File: config.mk
export PLATFORM = sky130hd
export DESIGN_NAME = serial_tx
export DESIGN_NICKNAME = d
export VERILOG_FILES = /design/src/rtl/serial_tx.sv
export SDC_FILE = /design/constraint.sdc
export NUM_CORES = 1
export LEC_CHECK = 0
export BUFFER_PORTS_ARGS = -buffer_cell sky130_fd_sc_hd__clkbuf_2
export CAP_MARGIN = 20
export CORE_UTILIZATION = 35
export DETAILED_ROUTE_END_ITERATION = 7
export PLACE_DENSITY_LB_ADDON = 0.15
export SYNTH_ARGS = -nofsm -noshare
export SYNTH_HDL_FRONTEND = slang
export SYNTH_SLANG_ARGS = --single-unit
File: constraint.sdc
create_clock -name clk -period 5.2 [get_ports clk]
set_clock_uncertainty 0.2 [all_clocks]
set_input_delay 0.78 -clock clk [delete_from_list [all_inputs] [get_ports clk]]
set_output_delay 0.78 -clock clk [all_outputs]
set_load 0.05 [all_outputs]
File: src/rtl/serial_tx.sv
// serial_tx: UART transmitter, 8N1, LSB first.
// Bytes enter a small circular FIFO through a valid/ready handshake and are
// sent back to back with no idle gap between queued frames.
module serial_tx #(
    parameter int OSCRATE  = 12_000_000,
    parameter int BAUDRATE = 9600,
    parameter int DEPTH    = 4
) (
    input  logic       clk,
    input  logic       rst,
    input  logic [7:0] data,
    input  logic       valid,
    output logic       ready,
    output logic       tx,
    output logic       busy
);

    localparam int BAUDDIV = OSCRATE / BAUDRATE;
    localparam int PW      = $clog2(DEPTH);
    // BAUDDIV >= 2, so CW >= 1 and BAUDDIV-1 always fits.
    localparam int CW      = $clog2(BAUDDIV);

    localparam logic [CW-1:0] BAUD_LOAD = CW'(BAUDDIV - 1);
    localparam logic [PW:0]   FULL      = (PW + 1)'(DEPTH);

    typedef enum logic [1:0] {
        S_IDLE,
        S_START,
        S_DATA,
        S_STOP
    } state_t;

    state_t          state_q, state_d;
    logic [CW-1:0]   baud_q, baud_d;
    logic [2:0]      bit_q, bit_d;
    logic [7:0]      shift_q, shift_d;
    logic            tx_q, tx_d;
    logic            busy_q, busy_d;
    logic [PW-1:0]   wr_ptr_q, wr_ptr_d;
    logic [PW-1:0]   rd_ptr_q, rd_ptr_d;
    logic [PW:0]     count_q, count_d;
    logic [7:0]      mem_q [DEPTH];

    logic            wr_en;
    logic            pop;
    logic            fifo_nonempty;
    logic            baud_done;

    assign ready         = (count_q != FULL);
    assign wr_en         = valid && ready && !rst;
    assign fifo_nonempty = (count_q != '0);
    assign baud_done     = (baud_q == '0);
    assign tx            = tx_q;
    assign busy          = busy_q;

    // FIFO storage: no reset so it maps onto RAM; the shift register acts as
    // the registered read port.
    always_ff @(posedge clk) begin
        if (wr_en) begin
            mem_q[wr_ptr_q] <= data;
        end
    end

    // Frame sequencing: next state, baud counter, bit index, shift register, pop.
    always_comb begin
        state_d = state_q;
        baud_d  = baud_q;
        bit_d   = bit_q;
        shift_d = shift_q;
        pop     = 1'b0;
        case (state_q)
            S_IDLE: begin
                if (fifo_nonempty) begin
                    pop     = 1'b1;
                    shift_d = mem_q[rd_ptr_q];
                    baud_d  = BAUD_LOAD;
                    state_d = S_START;
                end
            end
            S_START: begin
                if (baud_done) begin
                    baud_d  = BAUD_LOAD;
                    bit_d   = 3'd0;
                    state_d = S_DATA;
                end else begin
                    baud_d = baud_q - CW'(1);
                end
            end
            S_DATA: begin
                if (baud_done) begin
                    baud_d = BAUD_LOAD;
                    if (bit_q == 3'd7) begin
                        state_d = S_STOP;
                    end else begin
                        shift_d = {1'b0, shift_q[7:1]};
                        bit_d   = bit_q + 3'd1;
                    end
                end else begin
                    baud_d = baud_q - CW'(1);
                end
            end
            S_STOP: begin
                if (baud_done) begin
                    if (fifo_nonempty) begin
                        // Next frame starts straight after the stop bit.
                        pop     = 1'b1;
                        shift_d = mem_q[rd_ptr_q];
                        baud_d  = BAUD_LOAD;
                        state_d = S_START;
                    end else begin
                        state_d = S_IDLE;
                    end
                end else begin
                    baud_d = baud_q - CW'(1);
                end
            end
            default: state_d = S_IDLE;
        endcase
    end

    // FIFO pointers/count, line level and busy flag derived from next state.
    always_comb begin
        wr_ptr_d = wr_ptr_q;
        rd_ptr_d = rd_ptr_q;
        count_d  = count_q;
        if (wr_en) begin
            wr_ptr_d = wr_ptr_q + PW'(1);
        end
        if (pop) begin
            rd_ptr_d = rd_ptr_q + PW'(1);
        end
        case ({wr_en, pop})
            2'b10:   count_d = count_q + (PW + 1)'(1);
            2'b01:   count_d = count_q - (PW + 1)'(1);
            default: count_d = count_q;
        endcase
        case (state_d)
            S_START: tx_d = 1'b0;
            S_DATA:  tx_d = shift_d[0];
            default: tx_d = 1'b1;
        endcase
        busy_d = (count_d != '0) || (state_d != S_IDLE);
    end

    // State register with synchronous reset; reset aborts any frame and
    // discards queued bytes.
    always_ff @(posedge clk) begin
        if (rst) begin
            state_q  <= S_IDLE;
            baud_q   <= '0;
            bit_q    <= '0;
            shift_q  <= '0;
            tx_q     <= 1'b1;
            busy_q   <= 1'b0;
            wr_ptr_q <= '0;
            rd_ptr_q <= '0;
            count_q  <= '0;
        end else begin
            state_q  <= state_d;
            baud_q   <= baud_d;
            bit_q    <= bit_d;
            shift_q  <= shift_d;
            tx_q     <= tx_d;
            busy_q   <= busy_d;
            wr_ptr_q <= wr_ptr_d;
            rd_ptr_q <= rd_ptr_d;
            count_q  <= count_d;
        end
    end

endmodule

# Word-level counts from Yosys, hierarchy flattened

Memory sizes are Yosys's and may differ from the RTL's. A register that Yosys moved wholly into a read port is not among the register bits.
Index checks and enable logic that the tools add are counted.

Register bits after elaboration: 33
Memory bits (writable): 32
Input port bits: 11
Memories kept: 1

Memories:

| name  | words | width | rd ports | clocked after Yosys merged registers in | write ports | line | text |
|---|---|---|---|---|---|---|---|
| mem_q | 4     | 8     | 1        | 1                                       | 1           | 42   | `logic [7:0] mem_q [DEPTH];` |

Add/sub/neg operators: 6
Eq/ne operators: 13
Muxes and demuxes: 29
Reductions and logical operators: 14

Operators with widths:

| kind                  | number |
|---|---|
| $mux 11               | 3 |
| $pmux 11 s3           | 1 |
| $mux 8                | 4 |
| $pmux 8 s3            | 1 |
| $mux 2                | 7 |
| $pmux 3 s2            | 2 |
| $logic_not 11->1      | 1 |
| $sub 11x1->11 const B | 1 |
| $mux 3                | 3 |
| $reduce_bool 3->1     | 3 |
| $eq 2x2->1 const B    | 4 |
| $ne 2x2->1 const B    | 4 |
| $pmux 2 s4            | 1 |
| $reduce_and 4->1      | 2 |
| $add 3x1->3 const B   | 2 |
| $eq 2x1->1 const B    | 3 |
| $mux 1                | 5 |
| $add 2x1->2 const B   | 2 |
| $pmux 1 s2            | 2 |
| $reduce_bool 2->1     | 2 |
| $eq 3x3->1 const B    | 1 |
| $ne 3x3->1 const B    | 1 |
| $sub 3x1->3 const B   | 1 |
| $logic_and 1x1->1     | 2 |
| 4 further kinds       | 4 |

# Longest topological paths before layout

Gate-level depths: netlist of the first run.

Word-level depth: 8
Mapped depth: 12
Gate-level depth less buffers: 12

# Worst setup path after synthesis of the first run

No wires, ideal clock.

Path kind: flip-flop to flip-flop
From: register baud_q[0]
To: register busy_q (netlist: busy)
Setup time: 0.074 ns
Data arrival time: 2.878 ns
Slack: 2.048 ns
Cell stages (with the launch flop): 13
Path buffers: 0
Period minus slack after synthesis: 3.152 ns
Cell sequence: dfxtp_1 -> inv_1 -> ha_1 -> nor4b_2 -> a41oi_2 -> nor3_1 -> ha_1 -> inv_1 -> fa_1 -> xor2_1 -> xor2_1 -> a32o_1 -> a31oi_1

Longest elaborated chain between the ends: 7
Elaborated cells between the ends (all ways): 13
Those cells by class: 2 x eq/ne; 7 x mux; 4 x reduce/logical

RTL lines:

| what                                            | line | text |
|---|---|---|
| from (decl)                                     | 34   | `logic [CW-1:0] baud_q, baud_d;` |
| from (signal assigned)                          | 160  | `baud_q <= baud_d;` |
| $logic_not 11->1 (*)                            | 52   | `assign baud_done = (baud_q == '0);` |
| $mux 1 (*)                                      | 103  | `if (baud_done) begin` |
| $pmux 1 s2 (*)                                  | 71   | `case (state_q)` |
| net pop                                         | 45   | `logic pop;` |
| $eq 2x1->1 / $eq 2x2->1 (equally long branches) | 132  | `case ({wr_en, pop})` |
| $pmux 3 s2 (*)                                  | 132  |  |
| $reduce_bool 3->1 (*)                           | 142  | `busy_d = (count_d != '0) \|\| (state_d != S_IDLE);` |
| $logic_or 1x1->1 (*)                            | 142  |  |
| to (signal assigned)                            | 164  | `busy_q <= busy_d;` |
| to (decl)                                       | 38   | `logic busy_q, busy_d;` |

The timed path passes the listed nets; every way through them passes the cells marked *.
A chain may end at the register's enable or synchronous reset.

# Worst setup path after layout of the first run

Same ends and word-level chain as after synthesis.

==> impl_results.rst, run 1 <==
.. list-table::
   :header-rows: 1

   * - Metric
     - Value
   * - Run status
     - complete, no violations
   * - Hold-fix buffers, CTS
     - 0
   * - Highest Signal Layer
     - met4
   * - DP Wirelength
     - between 4 and 5 mm
   * - Ys Warns
     - 0
   * - Die height
     - ~100 microns
   * - Final count of negative-setup-slack endpoints
     - 0
   * - Final RePlAce weighted congestion
     - 0.779
   * - Core region area
     - just over 9000 sq um
   * - Library cell contributing the largest single delay on the critical path
     - sky130_fd_sc_hd__nor4b_2
   * - Synthesized net count
     - roughly 340
   * - Mux cell area share after synthesis
     - between 5 and 6%
   * - Post-synthesis register bit count
     - 67
   * - Clock tree from TritonCTS
     - built
   * - Synth Area in Simple Gates
     - 16.9%
   * - Commonest non-fill, non-tap cell in the layout
     - sky130_fd_sc_hd__dfxtp_1
   * - Die footprint
     - about 10000 sq um
   * - Global-route wire length before repair
     - between 10 and 15 mm
   * - Post-CTS sizing
     - 0
   * - Met2 routed wirelength
     - 3.39 mm
   * - Number of top-level pins
     - 14
   * - Synth async-reset ratio
     - 0%
   * - Share of the yosys chip area belonging to registers
     - 49.5%
   * - Clk buf depth
     - 2
   * - Cell variety after synth
     - 61
   * - Residual DRC count
     - 0
   * - Area of the mapped netlist
     - roughly 3400 sq um
   * - Most instantiated flip-flop cell in the synthesis netlist
     - sky130_fd_sc_hd__dfxtp_1
   * - Fraction of post-synthesis cell area in the top cell type by area
     - between 20% and 30%
   * - Start-to-end type of the worst setup path
     - flip-flop to flip-flop
   * - Most frequent cells in the layout
     - sky130_fd_sc_hd__dfxtp_1, sky130_fd_sc_hd__nor2_1, sky130_fd_sc_hd__edfxtp_1
   * - Max-capacitance violation count
     - 0
   * - XOR/XNOR Fraction of Synth Area
     - approximately 1.6%
   * - R2r setup slk
     - ~1.7 ns
   * - Total global-route track usage
     - approximately 16%
   * - Transition time at the pin with the least slew margin
     - around 0.86 ns
   * - Worst slack after detailed placement
     - 1.67 ns
   * - Critical path data arrival time
     - between 3 and 4 ns
   * - Data required time at the worst endpoint
     - roughly 5.3 ns
   * - Final-layout setup total negative slack
     - 0 ns
   * - Minimum period implied by the final worst setup slack
     - between 3 and 4 ns
   * - Reg-to-reg critical path endpoint
     - busy
   * - Leakage component of the power
     - ~1.3 nW
   * - Met3 layer wire length in the routed design
     - around 200 microns
   * - First drt pass iteration count
     - 4
   * - Largest fanout on the critical path
     - 10
   * - Hold Crit Start
     - bit_q[0]
   * - Remaining max-slew budget at the tightest pin
     - between 40% and 50%
   * - Post-synthesis compound-gate area fraction
     - 16.0%
   * - Share of final-layout standard cells stronger than drive strength 1
     - around 15%
   * - Avg Cell Area, Syn
     - 10.7 sq um
   * - Peak VDD IR
     - a little over 0.2 mV
   * - Number of flops mapped to enable cells by yosys
     - 32
   * - Growth of design area from synthesis to finish
     - 9.09%
   * - Initial standard-cell utilization of the core
     - 36.2%
   * - Clock latency on the worst-skew pair
     - about 0.35 ns
   * - Type of origin of the critical path
     - flip-flop
   * - Net count, final
     - between 300 and 400
   * - Iteration-0 DRC count of the detailed router
     - 100
   * - Delay of the slowest cell on the worst path
     - 0.47 ns
   * - Grt ovf
     - 0
   * - DRT Wirelength
     - around 6.9 mm
   * - DR vias/cell
     - roughly 5.3
   * - Initial antenna violation count
     - 0
   * - Final worst-path cycle share
     - about two thirds
   * - DR WL/cell
     - 15.3 microns
   * - Number of placement rows
     - 35
   * - Remaining antenna violation count after routing
     - 0
   * - Cell Chain, Critical Path
     - inv_1, ha_1, nor4b_2, a41oi_2, nor3_1, ha_1, inv_1, fa_1, xor2_1, xor2_1, a32o_1, a31oi_1
   * - Power density over the cells
     - 553 nW/um^2
   * - Number of buffers created by CTS
     - 9
   * - Mapped Cells
     - between 300 and 400
   * - Area share of fa/ha/maj cells after synthesis
     - 5.81%
   * - Synth area leader
     - sky130_fd_sc_hd__edfxtp_1
   * - Worst r2r src
     - baud_q[0]
   * - Number of failing hold endpoints at the final stage
     - 0
   * - Top cells by area, synth
     - sky130_fd_sc_hd__edfxtp_1, sky130_fd_sc_hd__dfxtp_1, sky130_fd_sc_hd__mux4_2, sky130_fd_sc_hd__ha_1, sky130_fd_sc_hd__nor2_1
   * - Critical path capture point type
     - flip-flop
   * - Detailed-route via count
     - 2,371
   * - Antenna cells
     - 0
   * - Wl on met1
     - ~3.2 mm
   * - Fin. max-slew vios
     - 0
   * - Post-layout worst setup margin
     - 1.66 ns
   * - Library cell used as clock root buffer
     - sky130_fd_sc_hd__clkbuf_8
   * - F_max
     - ~0.28 GHz
   * - Length in cells of the worst reg-to-reg path
     - 12
   * - Quantity of I/O buffers inserted on ports
     - 13
   * - Largest net degree at the start of global routing
     - 32
   * - Clock input transition at the sequential cells of the worst setup and hold paths
     - 0.07 ns
   * - Number of setup buffers added after CTS
     - 0
   * - Maximum level of the CTS H-tree
     - 3
   * - Largest family of logic cells by synthesized area
     - simple AND/OR/NAND/NOR gates
   * - Number of global-route vias before repair
     - 2,374
   * - Cells on Worst Hold Path
     - 2
   * - Minimum hold slack
     - around 0.28 ns
   * - Worst Hold End
     - bit_q[0]
   * - Total clock sinks
     - 67
   * - Type of the most critical hold path
     - flip-flop to flip-flop
   * - RSZ-0062 raised after global routing
     - no
   * - X dimension of the die
     - between 90 and 100 microns
critical path: cells and delay by family, from the launching register on:
family,cells,cell delay (ns)
adder cells (fa/ha/maj),3,0.77
XOR/XNOR,2,0.33
AO/OA/AOI/OAI,3,0.80
flip-flops,1,0.34
AND/OR/NAND/NOR,2,0.87
buffers and inverters,2,0.15
flip-flops by register name (all words and copies together) (netlist names), 2 cells and up, named ones only:
name      count
bit_q         3
shift_q       8
state_q       2
count_q       3
mem_q        32
wr_ptr_q      2
baud_q       11
rd_ptr_q      2
area by class of cell:
| type | count | area (sq um) |
|---|---|---|
| inverters | 12 | 45.0 |
| clock inverters | 7 | 50.0 |
| repair buffers | 14 | 72.6 |
| clock buffers | 9 | 124 |
| well taps | 129 | 161 |
| fillers | 952 | 5620 |
| flip-flops and latches | 67 | 1660 |
| multi-input cells | 212 | 1550 |
through the flow:
step | utilization [%] | instance area [sq um] | std cells | total power [mW]
floorplan | - | 3360 | 313 | 1.46
global placement | 37.6 | 3490 | 434 | 1.65
detailed placement | 37.6 | 3490 | 434 | 1.65
CTS | 39.5 | 3660 | 450 | 2.06
global route | 39.5 | 3660 | 450 | 2.21
finish | 39.5 | 3660 | 450 | 2.03
how the worst max path moves through the flow:
stage,start,to,cells after the start
floorplan,baud_q[0],busy,12
global placement,baud_q[0],busy,12
detailed placement,baud_q[0],busy,12
CTS,baud_q[0],busy,12
global route,baud_q[0],busy,12
finish,baud_q[0],busy,12
cell families after synthesis:
family / Yosys count
buffers and inverters: 34
DFF: 67
adders and majority gates: 15
AOI/OAI and AO/OA: 77
muxes: 9
xor gates and xnor gates: 6
and+or+nand+nor: 105
metal layers:
metal	track usage, %	vias to the layer above
met2	26.1	28
met5	0	-
met4	5.24	0
met1	19.7	1155
met3	4.18	9
li1	-	1179
cells in the mapped netlist, drive strengths merged, types with 10 or more instances:
library cell / number
buf: 10
ha: 14
clkbuf: 12
nor2: 32
inv: 12
edfxtp: 32
a21oi: 23
nor3: 10
nand2: 21
dfxtp: 35
power breakdown:
| part | total (mW) | switching, mW | internal (mW) | leakage (nW) |
|---|---|---|---|---|
| clock | 0.391 | 0.216 | 0.175 | 0.0857 |
| sequential | 0.737 | 0.0918 | 0.645 | 0.577 |
| combinational | 0.900 | 0.548 | 0.352 | 0.592 |
| total | 2.03 | 0.855 | 1.17 | 1.25 |
No activity file was read; power rests on OpenSTA's default activity.
==> inputs of run 2 (changes only) <==
Clock period 5.2 ns to 2.9 ns, I/O delays scaled along.
==> run 2 against run 1 <==
  * Cell count increased by 4.7%
  * Global-route usage increased by 0.62 points
  * Hold slack got worse by 0.17 ns
  * Routed wire length grew 8.1%
  * Setup slack lost 1.5 ns
  * Highest routed layer unchanged
==> impl_results.rst, run 2 (same netlist as run 1, synthesis figures left out) <==
.. list-table::
   :header-rows: 1

   * - Metric
     - Value
   * - Minimum period implied by the final worst setup slack
     - between 2 and 3 ns
   * - Flip-flop count of the largest register, all copies and words added
     - 32
   * - Int Power
     - ~2.4 mW
   * - DP Wirelength
     - roughly 5 mm
   * - Most frequent CP cell
     - sky130_fd_sc_hd__inv_2
   * - Commonest non-fill, non-tap cell in the layout
     - sky130_fd_sc_hd__dfxtp_1
   * - Number of placement rows
     - 35
   * - Critical path data arrival time
     - between 2 and 3 ns
   * - DR WL/cell
     - approximately 16 microns
   * - First drt pass iteration count
     - 4
   * - Start-to-end type of the worst setup path
     - flip-flop to flip-flop
   * - Fin. max-slew vios
     - 0
   * - Cell Chain, Critical Path
     - inv_2, ha_4, nor4b_4, a41oi_4, nor3_4, ha_2, inv_2, fa_2, xor2_2, xor2_1, a32o_1, a31oi_1
   * - Final RePlAce weighted congestion
     - roughly 0.75
   * - Remaining max-slew budget at the tightest pin
     - around 64%
   * - Fin util
     - 42.1%
   * - Final worst-path cycle share
     - approximately 96%
   * - DR vias/cell
     - around 5.2
   * - Final Instance Count excl. Fillers
     - between 400 and 500
   * - Peak VDD IR
     - about 0.31 mV
   * - Antenna cells
     - 0
   * - Clock network power share
     - approximately a fifth
   * - Library cell contributing the largest single delay on the critical path
     - sky130_fd_sc_hd__fa_2
   * - Number of top-level pins
     - 14
   * - Registers with the most flip-flops
     - mem_q: 32 flops, baud_q: 11 flops, shift_q: 8 flops
   * - Library cell used as clock root buffer
     - sky130_fd_sc_hd__clkbuf_8
   * - Clock tree from TritonCTS
     - built
   * - Delay of the slowest cell on the worst path
     - approximately 0.4 ns
   * - Fraction of power consumed by sequential logic
     - 33.0%
   * - Initial standard-cell utilization of the core
     - between 30% and 40%
   * - Final count of negative-setup-slack endpoints
     - 0
   * - Switching Fraction
     - approximately two fifths
   * - Initial antenna violation count
     - 0
   * - Combinational group share of total power
     - 47.4%
   * - Grt ovf
     - 0
   * - Minimum hold slack
     - between 0.1 and 0.15 ns
   * - Run status
     - complete, no violations
   * - Growth of design area from synthesis to finish
     - 16.3%
   * - Global-route wire length before repair
     - 12.4 mm
   * - Power density over the cells
     - about 1000 nW/um^2
   * - Total global-route track usage
     - between 10% and 20%
   * - DRT Wirelength
     - approximately 7.4 mm
   * - Clock latency on the worst-skew pair
     - around 0.35 ns
   * - Type of the most critical hold path
     - input port to flip-flop
   * - Net count, final
     - ~360
   * - Remaining antenna violation count after routing
     - 0
   * - Area of placed instances
     - about 3600 sq um
   * - Share of final-layout standard cells stronger than drive strength 1
     - roughly a quarter
   * - Number of global-route vias before repair
     - 2,431
   * - Quantity of I/O buffers inserted on ports
     - 13
   * - Largest fanout on the critical path
     - 3
   * - Critical path capture point type
     - flip-flop
   * - Transition time at the pin with the least slew margin
     - around 0.54 ns
   * - Area of all placed cells without fillers
     - approximately 4000 sq um
   * - Residual DRC count
     - 0
   * - Reg with most FFs
     - mem_q
   * - Hold-fix buffers, CTS
     - 0
   * - Core region area
     - ~9300 sq um
   * - Data required time at the worst endpoint
     - between 2 and 3 ns
   * - RSZ-0062 raised after global routing
     - yes
   * - Final-layout setup total negative slack
     - 0 ns
   * - Most frequent cells in the layout
     - sky130_fd_sc_hd__dfxtp_1, sky130_fd_sc_hd__nor2_1, sky130_fd_sc_hd__edfxtp_1
   * - Detailed-route via count
     - ~2.5k
   * - Leakage component of the power
     - about 1.4 nW
   * - Max-capacitance violation count
     - 0
   * - Clk buf depth
     - 2
   * - F_max
     - roughly 0.36 GHz
   * - Maximum level of the CTS H-tree
     - 3
   * - Number of failing hold endpoints at the final stage
     - 0
   * - Number of buffers created by CTS
     - 9
   * - Die height
     - roughly 100 microns
   * - Die footprint
     - about 10000 sq um
   * - Type of origin of the critical path
     - flip-flop
   * - Total clock sinks
     - 67
   * - Placed Cells
     - around 450
   * - Net load switching power
     - around 1.6 mW
   * - Clock input transition at the sequential cells of the worst setup and hold paths
     - 0.08 ns
   * - X dimension of the die
     - approximately 100 microns
   * - Iteration-0 DRC count of the detailed router
     - between 100 and 150
   * - Largest net degree at the start of global routing
     - 31
run 2: changes by cell type in the layout (fill, tap and decap cells not counted), sizes merged:
cell	delta
inv	-2
clkinvlp	+1
buf	+21
bufinv	+1
run 2: layer usage:
metal  GRT usage [%]  routed length [microns]
met3            3.97                      244
met4            5.69                      103
met5               0                        0
met2            26.4                     3540
met1            21.3                     3550
run 2: critical path, delay by kind of cell (launching register included):
kind	cells	cell delay (ns)
fa+ha+maj	3	0.74
flops	1	0.33
xor+xnor	2	0.34
compound gates	3	0.53
buf+inv	2	0.11
simple gates	2	0.45
run 2: stage by stage:
| step | power [mW] | worst slack (ns) |
|---|---|---|
| floorplan | 2.67 | 0.0267 |
| global placement | 3.11 | 0.0803 |
| detailed placement | 3.12 | -0.0209 |
| CTS | 3.99 | 0.0178 |
| global route | 4.29 | -0.0149 |
| finish | 4.00 | 0.128 |
run 2: power by group through the flow:
stage | clock network [mW] | registers (mW) | logic, mW
after floorplan | 0 | 1.31 | 1.36
after global routing | 0.846 | 1.34 | 2.10
after CTS | 0.810 | 1.32 | 1.86
final | 0.784 | 1.32 | 1.90
after global placement | 0 | 1.33 | 1.77
after detailed placement | 0 | 1.34 | 1.78
run 2: layout make-up:
class	count	area (sq um)
clock buffer	9	124
clock inverter	7	67.6
inverter	12	45.0
multi-input combinational	212	1620
tap	129	161
fill	942	5380
timing repair buffer	35	230
sequential	67	1660
run 2: path summary, 6_finish.rpt:
| kind | start | end | slack, ns | cells past startpoint |
|---|---|---|---|---|
| hold / removal | data[5] | mem_q[0][5] | 0.11 | 1 |
| hold reg to reg | bit_q[0] | bit_q[0] | 0.29 | 2 |
| setup / recovery | baud_q[1] | busy | 0.13 | 12 |
| setup reg to reg | baud_q[1] | busy | 0.13 | 12 |
run 2: what timing repair did:
| item | in CTS | in global routing |
|---|---|---|
| gates resized for setup | 4 | 7 |
| pin swaps | 2 | 8 |
| buffers inserted | 3 | 3 |
| hold endpoints to repair | 0 | 0 |
| endpoints found under the setup margin | 1 | 2 |
==> inputs of run 3 (changes only) <==
Clock period 2.9 ns to 2.8 ns, I/O delays scaled along.
==> run 3 against run 2 <==
  * The flow now finishes with violations (setup timing)
  * Combinational power grew 3%
  * Count of clock-buffer cells in the layout unchanged
  * Sequential power grew 3%
  * Cell area is 0.80% higher
  * Flip-flop and latch count is the same
  * Global-route usage decreased by 0.28 points
  * Critical path type unchanged
  * Largest cell class unchanged
  * Highest routed layer unchanged
==> impl_results.rst, run 3 (same netlist as run 1, synthesis figures left out) <==
.. list-table::
   :header-rows: 1

   * - Metric
     - Value
   * - Most frequent CP cell
     - sky130_fd_sc_hd__inv_2
   * - Library cell contributing the largest single delay on the critical path
     - sky130_fd_sc_hd__fa_2
   * - Max-capacitance violation count
     - 0
   * - Most frequent cells in the layout
     - sky130_fd_sc_hd__dfxtp_1, sky130_fd_sc_hd__nor2_1, sky130_fd_sc_hd__edfxtp_1
   * - DRT Wirelength
     - roughly 7.3 mm
   * - Remaining antenna violation count after routing
     - 0
   * - Hold-fix buffers, CTS
     - 0
   * - Delay of the slowest cell on the worst path
     - 0.39 ns
   * - Number of buffers and inverters on the critical path
     - 2
   * - Leakage component of the power
     - around 1.4 nW
   * - Core region area
     - ~9300 sq um
   * - Reg with most FFs
     - mem_q
   * - Clock tree from TritonCTS
     - built
   * - Number of global-route vias before repair
     - 2,398
   * - Final worst-path cycle share
     - 102%
   * - Largest net degree at the start of global routing
     - 31
   * - Data required time at the worst endpoint
     - 2.88 ns
   * - Remaining max-slew budget at the tightest pin
     - 61.8%
   * - Initial standard-cell utilization of the core
     - a little over a third
   * - Clock latency on the worst-skew pair
     - about 0.34 ns
   * - Fin. max-slew vios
     - 0
   * - Minimum hold slack
     - between 0.08 and 0.09 ns
   * - Placed Cells
     - approximately 450
   * - X dimension of the die
     - approximately 100 microns
   * - Net count, final
     - approximately 360
   * - Type of origin of the critical path
     - flip-flop
   * - Type of the most critical hold path
     - input port to flip-flop
   * - Final count of negative-setup-slack endpoints
     - 1
   * - Power density over the cells
     - ~1100 nW/um^2
   * - Dominant delay contributor by cell family on the critical path
     - adder cells
   * - Initial antenna violation count
     - 0
   * - Combinational group share of total power
     - between 40 and 50%
   * - Share of final-layout standard cells stronger than drive strength 1
     - a little under a quarter
   * - DP Wirelength
     - 5.07 mm
   * - Clock network power share
     - 21.4%
   * - Number of buffers created by CTS
     - 9
   * - Commonest non-fill, non-tap cell in the layout
     - sky130_fd_sc_hd__dfxtp_1
   * - Largest fanout on the critical path
     - 3
   * - First drt pass iteration count
     - 4
   * - Flip-flop count of the largest register, all copies and words added
     - 32
   * - Growth of design area from synthesis to finish
     - 17.2%
   * - Residual DRC count
     - 0
   * - Library cell used as clock root buffer
     - sky130_fd_sc_hd__clkbuf_8
   * - Critical path data arrival time
     - about 2.9 ns
   * - Cells on Worst Hold Path
     - 1
   * - Final Instance Count excl. Fillers
     - approximately 470
   * - Start-to-end type of the worst setup path
     - flip-flop to flip-flop
   * - DR vias/cell
     - 5.22
   * - Int Power
     - 2.54 mW
   * - Final RePlAce weighted congestion
     - 0.782
   * - Quantity of I/O buffers inserted on ports
     - 13
   * - Total clock sinks
     - 67
   * - Registers with the most flip-flops
     - mem_q: 32 flops, baud_q: 11 flops, shift_q: 8 flops
   * - Maximum level of the CTS H-tree
     - 3
   * - Peak VDD IR
     - approximately 0.4 mV
   * - Clock input transition at the sequential cells of the worst setup and hold paths
     - 0.08 ns
   * - F_max
     - about 0.35 GHz
   * - Cell Chain, Critical Path
     - inv_2, ha_4, nor4b_4, a41oi_4, nor3_4, ha_2, inv_2, fa_2, xor2_2, xor2_1, a32o_1, a31oi_1
   * - Critical path capture point type
     - flip-flop
   * - Clk buf depth
     - 2
   * - Length in cells of the worst reg-to-reg path
     - 12
   * - Minimum period implied by the final worst setup slack
     - 2.85 ns
   * - RSZ-0062 raised after global routing
     - yes
   * - Fraction of power consumed by sequential logic
     - 32.3%
   * - Detailed-route via count
     - roughly 2.5k
   * - Number of top-level pins
     - 14
   * - Global-route wire length before repair
     - approximately 12 mm
   * - Transition time at the pin with the least slew margin
     - ~0.57 ns
   * - Die footprint
     - between 9000 and 10,000 sq um
   * - Worst Hold End
     - mem_q[0][5]
   * - DR WL/cell
     - about 16 microns
   * - Hold Crit Start
     - data[5]
   * - Run status
     - finished with violations
   * - Net load switching power
     - ~1.7 mW
   * - Worst r2r src
     - baud_q[0]
   * - Reg-to-reg critical path endpoint
     - busy
   * - Number of failing hold endpoints at the final stage
     - 0
   * - Number of placement rows
     - 35
   * - Grt ovf
     - 0
   * - Antenna cells
     - 0
   * - Die height
     - 100 microns
   * - R2r setup slk
     - -0.05 ns
   * - Total global-route track usage
     - 16.0%
   * - Failing checks
     - setup timing
   * - Post-layout worst setup margin
     - -0.0518 ns
   * - Switching Fraction
     - just under 40%
   * - Critical path depth
     - 12
   * - Iteration-0 DRC count of the detailed router
     - ~110
   * - Final Power
     - ~4.2 mW
[run 3: cell types whose count changed in the layout (fill, tap and decap cells not counted)]
cell                         before  now
sky130_fd_sc_hd__clkinv_2         2    1
sky130_fd_sc_hd__bufinv_16        1    2
sky130_fd_sc_hd__clkinv_1         1    0
sky130_fd_sc_hd__clkinv_4         0    1
sky130_fd_sc_hd__clkinvlp_4       2    1
sky130_fd_sc_hd__inv_6            1    2
[run 3: cell type report]
type	instances	area, sq um
Inverter	12	45.0
Sequential cell	67	1660
Multi-Input combinational cell	212	1620
Clock buffer	9	124
Timing Repair Buffer	35	230
Fill cell	934	5350
Clock inverter	7	98.8
Tap cell	129	161
[run 3: worst max-delay path by stage]
| stage | start | end | slack (ns) |
|---|---|---|---|
| 6_report | baud_q[0] | busy | -0.05 |
| 5_1_grt | baud_q[0] | busy | -0.17 |
| 4_1_cts | baud_q[0] | busy | -0.03 |
| 3_5_place_dp | baud_q[1] | busy | -0.04 |
| 3_3_place_gp | baud_q[0] | busy | 0.007 |
| 2_1_floorplan | baud_q[0] | busy | -0.06 |
[run 3: power by group through the flow]
stage	logic, mW	registers, mW	clock network, mW
after detailed placement	1.88	1.39	0
after floorplan	1.42	1.36	0
final	1.95	1.36	0.904
after global routing	2.17	1.40	0.969
after global placement	1.88	1.38	0
after CTS	1.92	1.36	0.933
[run 3: per-layer routing]
metal / track usage, % / up-vias / share of wire [%]
met4: 5.57 / 0 / 0.86
met5: 0 / - / 0
met1: 20.3 / 1204 / 48
met3: 3.41 / 7 / 2.2
li1: - / 1224 / -
met2: 27.0 / 24 / 49
[run 3: repair_timing]
action                     in CTS  in global routing
buffers inserted                1                  1
setup endpoints to repair       1                  2
gates resized for setup         2                  7
pin swaps                       1                  8
[run 3: stage by stage]
step / util [%] / setup WS [ns] / area, sq um / setup TNS (ns)
2_1_floorplan: - / -0.0594 / 3400 / -0.0594
3_3_place_gp: 39.6 / 0.00665 / 3670 / 0
3_5_place_dp: 39.6 / -0.0352 / 3670 / -0.0352
4_1_cts: 42.2 / -0.0323 / 3920 / -0.0323
5_1_grt: 42.4 / -0.173 / 3940 / -0.246
6_report: 42.4 / -0.0518 / 3940 / -0.0518
